## src/rtl/nsa_pkg.sv

```systemverilog
// ============================================================================
// Module   : nsa_pkg
// Purpose  : Shared FSM state encoding and nibble width for nibble_serial_adder.
// Revision : 1.0 - initial release
// ============================================================================
`default_nettype none

package nsa_pkg;

    localparam int NIBBLE_W = 4;

    typedef enum logic [1:0] {
        IDLE = 2'd0,
        RUN  = 2'd1,
        DONE = 2'd2
    } nsa_state_t;

endpackage : nsa_pkg

`default_nettype wire

```

## src/rtl/cla_4b_ci.sv

```systemverilog
// ============================================================================
// Module   : cla_4b_ci
// Purpose  : Combinational 4-bit carry-lookahead adder slice with carry-in.
// Revision : 1.0 - initial release
// ============================================================================
`default_nettype none

module cla_4b_ci
    import nsa_pkg::*;
(
    input  logic [NIBBLE_W-1:0] x,
    input  logic [NIBBLE_W-1:0] y,
    input  logic                cin,
    output logic [NIBBLE_W-1:0] s,
    output logic                cout
);

    logic [NIBBLE_W-1:0] w_p;
    logic [NIBBLE_W-1:0] w_g;
    logic [NIBBLE_W:0]   w_c;

    assign w_p = x ^ y;
    assign w_g = x & y;

    // Every carry is a flat sum of products so cin reaches each stage in one level.
    assign w_c[0] = cin;
    assign w_c[1] = w_g[0] | (w_p[0] & cin);
    assign w_c[2] = w_g[1] | (w_p[1] & w_g[0]) | (w_p[1] & w_p[0] & cin);
    assign w_c[3] = w_g[2] | (w_p[2] & w_g[1]) | (w_p[2] & w_p[1] & w_g[0])
                  | (w_p[2] & w_p[1] & w_p[0] & cin);
    assign w_c[4] = w_g[3] | (w_p[3] & w_g[2]) | (w_p[3] & w_p[2] & w_g[1])
                  | (w_p[3] & w_p[2] & w_p[1] & w_g[0])
                  | (w_p[3] & w_p[2] & w_p[1] & w_p[0] & cin);

    assign s    = w_p ^ w_c[NIBBLE_W-1:0];
    assign cout = w_c[NIBBLE_W];

endmodule : cla_4b_ci

`default_nettype wire

```

## src/rtl/nibble_serial_adder.sv

```systemverilog
// ============================================================================
// Module   : nibble_serial_adder
// Purpose  : WIDTH-bit adder processed one nibble per clock through a 4-bit CLA.
//            Define SUBTRACT_EN to add the sub port (a - b via a + ~b + 1).
// Revision : 1.0 - initial release
// ============================================================================
`default_nettype none

module nibble_serial_adder
    import nsa_pkg::*;
#(
    parameter int WIDTH = 16
) (
    input  logic             clk,
    input  logic             rst,
    input  logic             in_valid,
    output logic             in_ready,
    input  logic [WIDTH-1:0] a,
    input  logic [WIDTH-1:0] b,
`ifdef SUBTRACT_EN
    input  logic             sub,
`endif
    output logic             out_valid,
    input  logic             out_ready,
    output logic [WIDTH:0]   sum
);

    localparam int NIB  = WIDTH / NIBBLE_W;
    localparam int IDXW = (NIB > 1) ? $clog2(NIB) : 1;

    nsa_state_t          r_state;
    nsa_state_t          w_state_next;
    logic [WIDTH-1:0]    r_a;
    logic [WIDTH-1:0]    r_b;
    logic                r_carry;
    logic [IDXW-1:0]     r_idx;
    logic [WIDTH:0]      r_sum;
    logic                w_init_carry;
    logic [NIBBLE_W-1:0] w_a_nib;
    logic [NIBBLE_W-1:0] w_b_nib;
    logic [NIBBLE_W-1:0] w_b_eff;
    logic [NIBBLE_W-1:0] w_s;
    logic                w_cout;
    logic                w_last;
    logic [WIDTH:0]      w_sum_next;

`ifdef SUBTRACT_EN
    logic                r_sub;
    assign w_init_carry = sub;
    assign w_b_eff      = r_sub ? ~w_b_nib : w_b_nib;
`else
    assign w_init_carry = 1'b0;
    assign w_b_eff      = w_b_nib;
`endif

    assign w_last = (r_idx == IDXW'(NIB - 1));

    always_comb begin
        w_a_nib = '0;
        w_b_nib = '0;
        for (int n = 0; n < NIB; n++) begin
            if (r_idx == IDXW'(n)) begin
                w_a_nib = r_a[NIBBLE_W*n +: NIBBLE_W];
                w_b_nib = r_b[NIBBLE_W*n +: NIBBLE_W];
            end
        end
    end

    cla_4b_ci u_cla (
        .x    (w_a_nib),
        .y    (w_b_eff),
        .cin  (r_carry),
        .s    (w_s),
        .cout (w_cout)
    );

    // The final carry-out lands in the top bit on the last nibble.
    always_comb begin
        w_sum_next = r_sum;
        for (int n = 0; n < NIB; n++) begin
            if (r_idx == IDXW'(n)) begin
                w_sum_next[NIBBLE_W*n +: NIBBLE_W] = w_s;
            end
        end
        if (w_last) begin
            w_sum_next[WIDTH] = w_cout;
        end
    end

    always_ff @(posedge clk or posedge rst) begin
        if (rst) begin
            r_state <= IDLE;
        end else begin
            r_state <= w_state_next;
        end
    end

    always_comb begin
        w_state_next = r_state;
        in_ready     = 1'b0;
        out_valid    = 1'b0;
        case (r_state)
            IDLE: begin
                in_ready = 1'b1;
                if (in_valid) begin
                    w_state_next = RUN;
                end
            end
            RUN: begin
                if (w_last) begin
                    w_state_next = DONE;
                end
            end
            DONE: begin
                out_valid = 1'b1;
                if (out_ready) begin
                    w_state_next = IDLE;
                end
            end
            default: begin
                w_state_next = IDLE;
            end
        endcase
    end

    always_ff @(posedge clk or posedge rst) begin
        if (rst) begin
            r_a     <= '0;
            r_b     <= '0;
            r_carry <= 1'b0;
            r_idx   <= '0;
            r_sum   <= '0;
`ifdef SUBTRACT_EN
            r_sub   <= 1'b0;
`endif
        end else begin
            case (r_state)
                IDLE: begin
                    if (in_valid) begin
                        r_a     <= a;
                        r_b     <= b;
                        r_carry <= w_init_carry;
                        r_idx   <= '0;
                        r_sum   <= '0;
`ifdef SUBTRACT_EN
                        r_sub   <= sub;
`endif
                    end
                end
                RUN: begin
                    r_sum   <= w_sum_next;
                    r_carry <= w_cout;
                    if (!w_last) begin
                        r_idx <= r_idx + IDXW'(1);
                    end
                end
                default: begin
                end
            endcase
        end
    end

    assign sum = r_sum;

endmodule : nibble_serial_adder

`default_nettype wire

```

## config.mk

```make
export PLATFORM = sky130hd
export DESIGN_NAME = nibble_serial_adder
export DESIGN_NICKNAME = d
export VERILOG_FILES = /design/src/rtl/nsa_pkg.sv /design/src/rtl/cla_4b_ci.sv /design/src/rtl/nibble_serial_adder.sv
export SDC_FILE = /design/constraint.sdc
export NUM_CORES = 1
export LEC_CHECK = 0
export ABC_AREA = 1
export BUFFER_PORTS_ARGS = -buffer_cell sky130_fd_sc_hd__buf_2
export CAP_MARGIN = 20
export CORE_MARGIN = 2
export CORE_UTILIZATION = 30
export DETAILED_ROUTE_END_ITERATION = 7
export HOLD_SLACK_MARGIN = 0.12
export MAX_ROUTING_LAYER = met4
export PLACE_DENSITY = 0.58
export SLEW_MARGIN = 20
export SYNTH_ARGS = -nofsm -noshare
export SYNTH_HDL_FRONTEND = slang
export SYNTH_SLANG_ARGS = --single-unit
```

## constraint.sdc

```tcl
create_clock -name clk -period 6.7 [get_ports clk]
set_clock_uncertainty 0.2 [all_clocks]
set_input_delay 0 -clock clk [delete_from_list [all_inputs] [get_ports clk]]
set_output_delay 0 -clock clk [all_outputs]
set_load 0.02 [all_outputs]
```

==> results of run 1 <==
[cells by family (layout without fill, tap and decap cells)]
family,Yosys count,count (layout),share of synthesized area (%)
DFF,54,54,51.3
adders and majority gates,10,10,5.03
and+or+nand+nor,172,172,26.2
buffers and inverters,42,148,7.07
AOI/OAI and AO/OA,48,48,10.4
[critical path, stage by stage, from the launching register on]
cell and delay [ns]:
dfrtp_1 0.43, ha_1 0.25, inv_1 0.26, nand2_1 0.17
o22ai_1 0.18, nand2_1 0.10, a21oi_1 0.32, ha_1 0.33
nand3_1 0.10, nand3_1 0.09, nand2_1 0.06, nand3_1 0.16
o21ai_1 0.17
[layout by cell type, fill, tap and decap left out, drive strengths merged]
cell / n
inv: 32
fa: 1
or2: 1
ha: 9
a21oi: 7
buf: 55
nand2: 138
o21ai: 33
o31ai: 1
clkbuf: 6
a31oi: 1
nand3: 13
o22ai: 6
dfrtp: 54
nand4: 6
dlygate4sd3: 54
clkinvlp: 1
nor2: 14
[metal layers]
metal	GRT usage (%)	part of all wire, %
met5	-	0
met4	4.81	1.8
met3	2.51	3.4
met2	22.5	46
met1	19.6	49
[power groups by stage]
stage	combinational [uW]	sequential, uW	clock, uW
floorplan	678	575	0
global placement	908	552	0
detailed placement	928	553	0
CTS	1040	547	183
global route	1170	562	196
finish	1040	547	177
[state kept, by name (all words and copies together), names as in the netlist]
name / count
r_idx: 2
r_a: 16
r_carry: 1
sum: 17
r_b: 16
r_state: 2
[synthesized netlist by cell type, drive strengths merged]
cell type	n	area share (%)
nand2	138	20
o21ai	33	6.7
nor2	14	2.1
nand4	6	1.4
nand3	13	2.5
or2	1	0.24
a21oi	7	1.8
a31oi	1	0.24
fa	1	0.76
inv	32	4.7
dfrtp	54	51
buf	10	2.4
o31ai	1	0.28
o22ai	6	1.4
ha	9	4.3
[how the worst min path moves through the flow]
stage,endpoint,slack (ns),cells after the start
6_report,r_b[13],0.21,4
5_1_grt,r_state[1],0.24,3
4_1_cts,r_state[1],0.20,3
3_5_place_dp,r_b[10],-0.0005,3
3_3_place_gp,r_state[1],-0.004,2
2_1_floorplan,r_state[1],-0.10,1
[layout make-up]
type                    instances  area share [%]
well taps                     108            3.75
multi-input cells             230            30.5
clock inverters                 1           0.208
clock buffers                   6            2.01
repair buffers                109            22.7
inverters                      32            3.40
flip-flops and latches         54            37.5
[stage by stage]
step / cell area [sq um] / hold slack, ns
after floorplan: 2640 / -0.104
after global placement: 2990 / -0.00363
after detailed placement: 2990 / -0.000487
after CTS: 3610 / 0.205
after global routing: 3610 / 0.235
final: 3610 / 0.205
[timing repair]
action                                 in CTS  in global routing
gates resized for setup                     0                  0
hold buffers                               54                  0
setup endpoints to repair                   0                  0
endpoints found under the hold margin      91                  0
==> results.toml, run 1 <==
[outcome]
status = "finished clean"

[setup_path]
reg2reg_depth = 12
cp.arrival_ns = 2.92
end_kind = "flip-flop"
cp_max_fo = 12
timing.critical_path.required_ns = 6.74
reg2reg_to = "sum[14]"
cp-endpoint = "sum[14]"
reg2reg_from = "r_idx[0]"
start_kind = "flip-flop"
worstSetupPathType = "reg -> reg"
regToRegSetupSlack_ns = 3.82
startpoint = "r_idx[0]"

[finish]
final_cell_count_no_fill = 540
multi_input_area_sq_um = 1100
drive_gt1_share_pct = 17.4
layout.nets = 478
area_delta_synth_final_pct = 36.8
antenna_cells = 0
fill_cells = 903
regArea_sq_um = 1350
utilization_pct = 41.8

[power_and_ir_drop]
comb_power_share_pct = 58.8
p_int_uw = 939
pwr_density_cell_nw_per_um2 = 488
peakVddDrop_uv = 141
p_total_uw = 1760
p_sw_uw = 821
power_frac_seq_pct = 31.1
p_leak_uw = 0.00191
netSwitchingFraction_pct = 46.7
p_clk_share_pct = 10.1

[die]
start_util_pct = 30.5
core_sq_um = 8640
die_x_um = 97.7
ios = 55
die_h_um = 97.7
rows = 34
die-area_sq_um = 9550

[clock_tree]
root_buffer = "clkbuf_8"
clock_latency_ns = 0.31
htree_levels = 2
cts_tree = "done"
cts_made_buffers = 5
cts.sinks = 54
clockBufferDepth = 2
clk_pin_slew_ns = 0.10
cts_setup_buffers = 0

[timing]
final.min_clock_period_ns = 2.88
finalCritPeriodShare_pct = 43.0
rsz0062_at_grt = "false"
fmax_mhz = 347
finalMaxSlewViolations = 0
setup_viol = 0
final-hold-violation-count = 0
setup_ws_ns = 3.82
finalSetupTns_ns = 0
tightest_slew_ns = 0.676
relSlewSlack_pct = 54.9

[drt]
num_vias = 2391
wl_per_cell_um = 12.2
drt_iter0_markers = 126
wirelength_um = 6570
dr.pass1.iters = 4
viasPerCell = 4.43
route.detailed.drc = 0
postRouteAntennaNets = 0

[yosys]
synth_area_sq_um = 2640
synth_cell_types = 25
synth-warning-count = 0
netlist_instances = 326
synth_nets = 372
syn_area_per_cell_sq_um = 8.09
synth-seq-area-share_pct = 51.3
synth_seq_cells = 54

[placement]
placed_cells = 479
place_congestion = 0.852
dp_slack_ns = 3.88
dp_hpwl_um = 4560
io_buffers = 54

[grt]
grt_pass1_wl_um = 11100
grt_pass1_vias = 2345
grt_overflow = 0
grt_usage_pct = 14.6
grt_max_degree = 55
grt_antenna_before_repair = 0

[min_path]
hp-class = "in -> async"

[flow_run]
max-cap-violations = 0
Power figures use the tool's default switching activity.
==> run 2, diff against run 1 <==
==> constraint.sdc (replaced) <==
create_clock -name clk -period 2.81 [get_ports clk]
set_clock_uncertainty 0.2 [all_clocks]
set_input_delay 0 -clock clk [delete_from_list [all_inputs] [get_ports clk]]
set_output_delay 0 -clock clk [all_outputs]
set_load 0.02 [all_outputs]
==> run 2 against run 1 <==
Cell count up 0.74%. Sequential cell count unchanged. Core utilization up 0.99 points. Sequential power up 140%. Worst setup slack worse by 3.7 ns. Largest cell class unchanged. Highest routed layer unchanged.
==> results.toml, run 2 (synthesis gave the netlist of run 1 again) <==
[outcome]
status = "finished clean"

[drt]
wirelength_um = 6600
postRouteAntennaNets = 0
dr.pass1.iters = 5
num_vias = 2418
route.detailed.drc = 0
viasPerCell = 4.44
wl_per_cell_um = 12.1
drt_iter0_markers = 158

[min_path]
holdPathStages = 3
hp-class = "in -> reg"
hold_path.startpoint = "out_ready"
holdPathEnd = "r_state[1]"

[grt]
grt_pass1_wl_um = 11300
grt_pass1_vias = 2474
grt_max_degree = 46
grt_usage_pct = 14.8
grt_antenna_before_repair = 0
grt_overflow = 0

[clock_tree]
clock_latency_ns = 0.30
root_buffer = "clkbuf_8"
htree_levels = 2
clockBufferDepth = 2
cts.sinks = 54
cts_tree = "done"
clk_pin_slew_ns = 0.09
cts_made_buffers = 5

[power_and_ir_drop]
p_int_uw = 2430
pwr_density_cell_nw_per_um2 = 1200
p_leak_uw = 0.00194
power_frac_seq_pct = 29.5
peakVddDrop_uv = 367
p_clk_share_pct = 12.0
p_sw_uw = 2000
netSwitchingFraction_pct = 45.2
p_total_uw = 4430
comb_power_share_pct = 58.5

[die]
start_util_pct = 30.5
rows = 34
ios = 55
die_h_um = 97.7
die-area_sq_um = 9550
die_x_um = 97.7
core_sq_um = 8640

[finish]
largest_reg_flops = 17
fill_cells = 866
regArea_sq_um = 1350
area_delta_synth_final_pct = 40.0
mostFrequentLayoutCell = "nand2_1"
multi_input_area_sq_um = 1110
antenna_cells = 0
drive_gt1_share_pct = 19.7
mostFrequentLayoutCells = "nand2_1, dlygate4sd3_1, buf_2, dfrtp_1, inv_1"
layout.nets = 482

[placement]
io_buffers = 54
dp_hpwl_um = 4640
place_congestion = 0.836

[setup_path]
timing.critical_path.required_ns = 2.80
end_kind = "flip-flop"
cp.arrival_ns = 2.65
reg2reg_from = "r_idx[1]"
reg2reg_depth = 13
reg2reg_to = "sum[15]"
worstSetupPathType = "reg -> reg"
cp_max_fo = 8
start_kind = "flip-flop"
regToRegSetupSlack_ns = 0.15

[timing]
relSlewSlack_pct = 64.1
rsz0062_at_grt = "false"
setup_viol = 0
finalCritPeriodShare_pct = 94.5
tightest_slew_ns = 0.538
finalMaxSlewViolations = 0
fmax_mhz = 376
finalSetupTns_ns = 0
final-hold-violation-count = 0
final.min_clock_period_ns = 2.66

[flow_run]
max-cap-violations = 0
==> run 2: per-stage QoR <==
stage	std cells	area [sq um]	hold WS [ns]	util, %	worst slack [ns]
finish	544	3690	0.209	42.7	0.153
CTS	543	3660	0.222	42.4	0.0668
global route	544	3690	0.222	42.7	0.0190
global placement	481	3000	-0.127	34.7	0.130
floorplan	326	2640	-0.104	-	0.414
detailed placement	481	3000	-0.117	34.7	0.0795
==> run 2: worst max path at each step <==
stage	startpoint	to	slack (ns)	cells after the start
floorplan	r_idx[1]	sum[15]	0.41	13
global placement	r_idx[0]	sum[15]	0.13	10
detailed placement	r_idx[0]	sum[15]	0.08	10
CTS	r_idx[0]	sum[15]	0.07	10
global route	r_idx[0]	sum[7]	0.02	13
finish	r_idx[1]	sum[15]	0.15	13
==> run 2: worst max-delay path, cell delays in order (launching register included) <==
cell and delay [ns]:
dfrtp_1 0.41, inv_1 0.11, ha_1 0.20, inv_2 0.08, buf_4 0.16, o22ai_1 0.18
nor2_1 0.06, o21ai_0 0.17, ha_1 0.30, or2_2 0.28, nand2_1 0.11, nand3_2 0.12
nand4_1 0.11, nand2_1 0.07
==> run 2: area by class of cell <==
cell class	count	area share, %
flip-flops and latches	54	36.6
multi-input cells	230	30.2
repair buffers	113	23.1
well taps	108	3.66
inverters	32	3.42
clock buffers	6	2.24
clock inverters	1	0.814
==> run 2: what timing repair did <==
action | 4_1_cts | 5_1_grt
resized for setup | 0 | 7
setup endpoints to repair | 0 | 9
hold buffers | 55 | 0
buffers inserted | 0 | 1
endpoints found under the hold margin | 92 | 0
==> run 2: power groups by stage <==
stage / Clock, uW / Sequential (uW) / Combinational, uW
floorplan: 0 / 1370 / 1620
global placement: 0 / 1320 / 2180
detailed placement: 0 / 1320 / 2220
CTS: 544 / 1310 / 2490
global route: 569 / 1350 / 2910
finish: 531 / 1310 / 2590
==> run 2: metal layers <==
metal,track usage (%),wire (um)
met1,18.8,3190
met2,24.1,3070
met3,2.08,228
met4,5.56,110
met5,-,0
==> run 3, diff against run 2 <==
--- a/config.mk
+++ b/config.mk
@@ -8,12 +8,14 @@
 export ABC_AREA = 1
 export BUFFER_PORTS_ARGS = -buffer_cell sky130_fd_sc_hd__buf_2
 export CAP_MARGIN = 20
+export CELL_PAD_IN_SITES_DETAIL_PLACEMENT = 1
+export CELL_PAD_IN_SITES_GLOBAL_PLACEMENT = 1
 export CORE_MARGIN = 2
 export CORE_UTILIZATION = 30
 export DETAILED_ROUTE_END_ITERATION = 7
 export HOLD_SLACK_MARGIN = 0.12
 export MAX_ROUTING_LAYER = met4
-export PLACE_DENSITY = 0.58
+export PLACE_DENSITY = 0.71
 export SLEW_MARGIN = 20
 export SYNTH_ARGS = -nofsm -noshare
 export SYNTH_HDL_FRONTEND = slang
==> run 3 against run 2 <==
Combinational power grew 7%. Critical path type unchanged. Clock-buffer cell count is the same. Fmax grew 2.8%. Sequential cell count is the same. Highest routed layer unchanged. Hold slack gained 0.0079 ns. Cell count grew 0.55%. Power grew 1.4%. Sequential power is essentially flat. Critical endpoint is now sum[11]. Worst setup slack gained 0.073 ns. Global-route usage grew 2.7 points. Clock power shrank 20%.
==> results.toml, run 3 (synthesis gave the netlist of run 1 again) <==
[outcome]
status = "finished clean"

[drt]
drt_iter0_markers = 141
route.detailed.drc = 0
viasPerCell = 4.70
dr.pass1.iters = 4
wl_per_cell_um = 13.9
wirelength_um = 7600
postRouteAntennaNets = 0
num_vias = 2571

[finish]
mostFrequentLayoutCell = "nand2_1"
area_delta_synth_final_pct = 40.4
final_cell_count_no_fill = 547
antenna_cells = 0
largest_reg_flops = 17
drive_gt1_share_pct = 21.4
utilization_pct = 42.9
stdcell_area_sq_um = 3700
layout.nets = 485
mostFrequentLayoutCells = "nand2_1, dlygate4sd3_1, buf_2, dfrtp_1, inv_1"
fill_cells = 1073

[grt]
grt_antenna_before_repair = 0
grt_pass1_vias = 2728
gr-max-usage-layer = "met2"
met3_usage_pct = 2.29
grt_overflow = 0
grt_max_degree = 46
grt_util_met2_pct = 28.4
grt_util_met1_pct = 22.6
grt_usage_pct = 17.4
grt_pass1_wl_um = 13200

[die]
die_x_um = 97.7
ios = 55
core_sq_um = 8640
die_h_um = 97.7
start_util_pct = 30.5
die-area_sq_um = 9550
rows = 34

[clock_tree]
cts.sinks = 54
cts_tree = "done"
htree_levels = 2
root_buffer = "clkbuf_8"
cts_made_buffers = 5
clockBufferDepth = 2
clk_pin_slew_ns = 0.10
clock_latency_ns = 0.31

[setup_path]
timing.critical_path.required_ns = 2.82
end_kind = "flip-flop"
cp_max_fo = 7
worstSetupPathType = "reg -> reg"
cp.arrival_ns = 2.59
regToRegSetupSlack_ns = 0.23
start_kind = "flip-flop"

[placement]
place_congestion = 0.812
dp_hpwl_um = 5150
io_buffers = 54
placed_cells = 483
placed_area_sq_um = 3020

[timing]
final.min_clock_period_ns = 2.58
rsz0062_at_grt = "false"
tightest_slew_ns = 0.551
finalCritPeriodShare_pct = 92.0
relSlewSlack_pct = 63.2
timing.hold.ws_ns = 0.217
final-hold-violation-count = 0
fmax_mhz = 387
setup_viol = 0
finalMaxSlewViolations = 0
finalSetupTns_ns = 0

[flow_run]
max-cap-violations = 0

[power_and_ir_drop]
peakVddDrop_uv = 330
pwr_density_cell_nw_per_um2 = 1210
p_leak_uw = 0.00194

[min_path]
hp-class = "in -> reg"
run 3: cell count changes in the layout (fill, tap and decap cells not counted), sizes merged:
cell,delta
buf,+3
bufinv,-1
clkinvlp,+1
run 3: worst paths after layout:
kind	startpoint	endpoint	cells after the start
worst min-delay path	out_ready	r_state[1]	3
worst min register to register	sum[4]	sum[4]	2
max in group asynchronous	rst	r_state[0]	5
worst max register to register	r_idx[1]	sum[11]	14
min in group asynchronous	rst	r_b[7]	4
worst max-delay path	r_idx[1]	sum[11]	14
run 3: timing repair:
item                       CTS  global route
setup buffers                0             2
hold endpoints to repair    90             0
hold buffers                55             0
setup endpoints to repair    1            18
pin swaps                    0             2
gates cloned                 0             0
gates resized for setup      1            15
run 3: power breakdown:
group          total [uW]  internal (uW)  switching, uW
clock                 424            172            252
combinational        2760           1070           1690
sequential           1310           1120            184
total                4490           2370           2120
run 3: metal layers:
layer	wire length (um)	vias up
met1	3480	1254
met3	222	10
met5	0	-
met2	3750	50
li1	-	1257
met4	153	0
run 3: area by class of cell:
type / instances / area, sq um / area share, %
well taps: 108 / 135 / 3.65
repair buffers: 116 / 873 / 23.6
inverters: 32 / 129 / 3.48
clock buffers: 6 / 72.6 / 1.96
multi-input cells: 230 / 1130 / 30.6
clock inverters: 1 / 7.51 / 0.203
flip-flops and latches: 54 / 1350 / 36.5
run 3: worst max-delay path, cell delays in order (launching register included):
cell     delay [ns]
dfrtp_1        0.43
inv_2          0.09
ha_2           0.19
inv_2          0.07
buf_4          0.16
nand3_1        0.06
o21ai_0        0.09
nor2_1         0.12
o22ai_1        0.08
ha_1           0.31
or2_2          0.29
nand2_2        0.09
nand3_2        0.11
nand4_1        0.13
nand2_1        0.06
run 3: per-stage QoR:
step	setup WS (ns)	power, uW
6_report	0.226	4490
5_1_grt	0.00975	4940
4_1_cts	0.0563	4350
3_5_place_dp	0.00732	3650
3_3_place_gp	0.108	3560
2_1_floorplan	0.414	2990
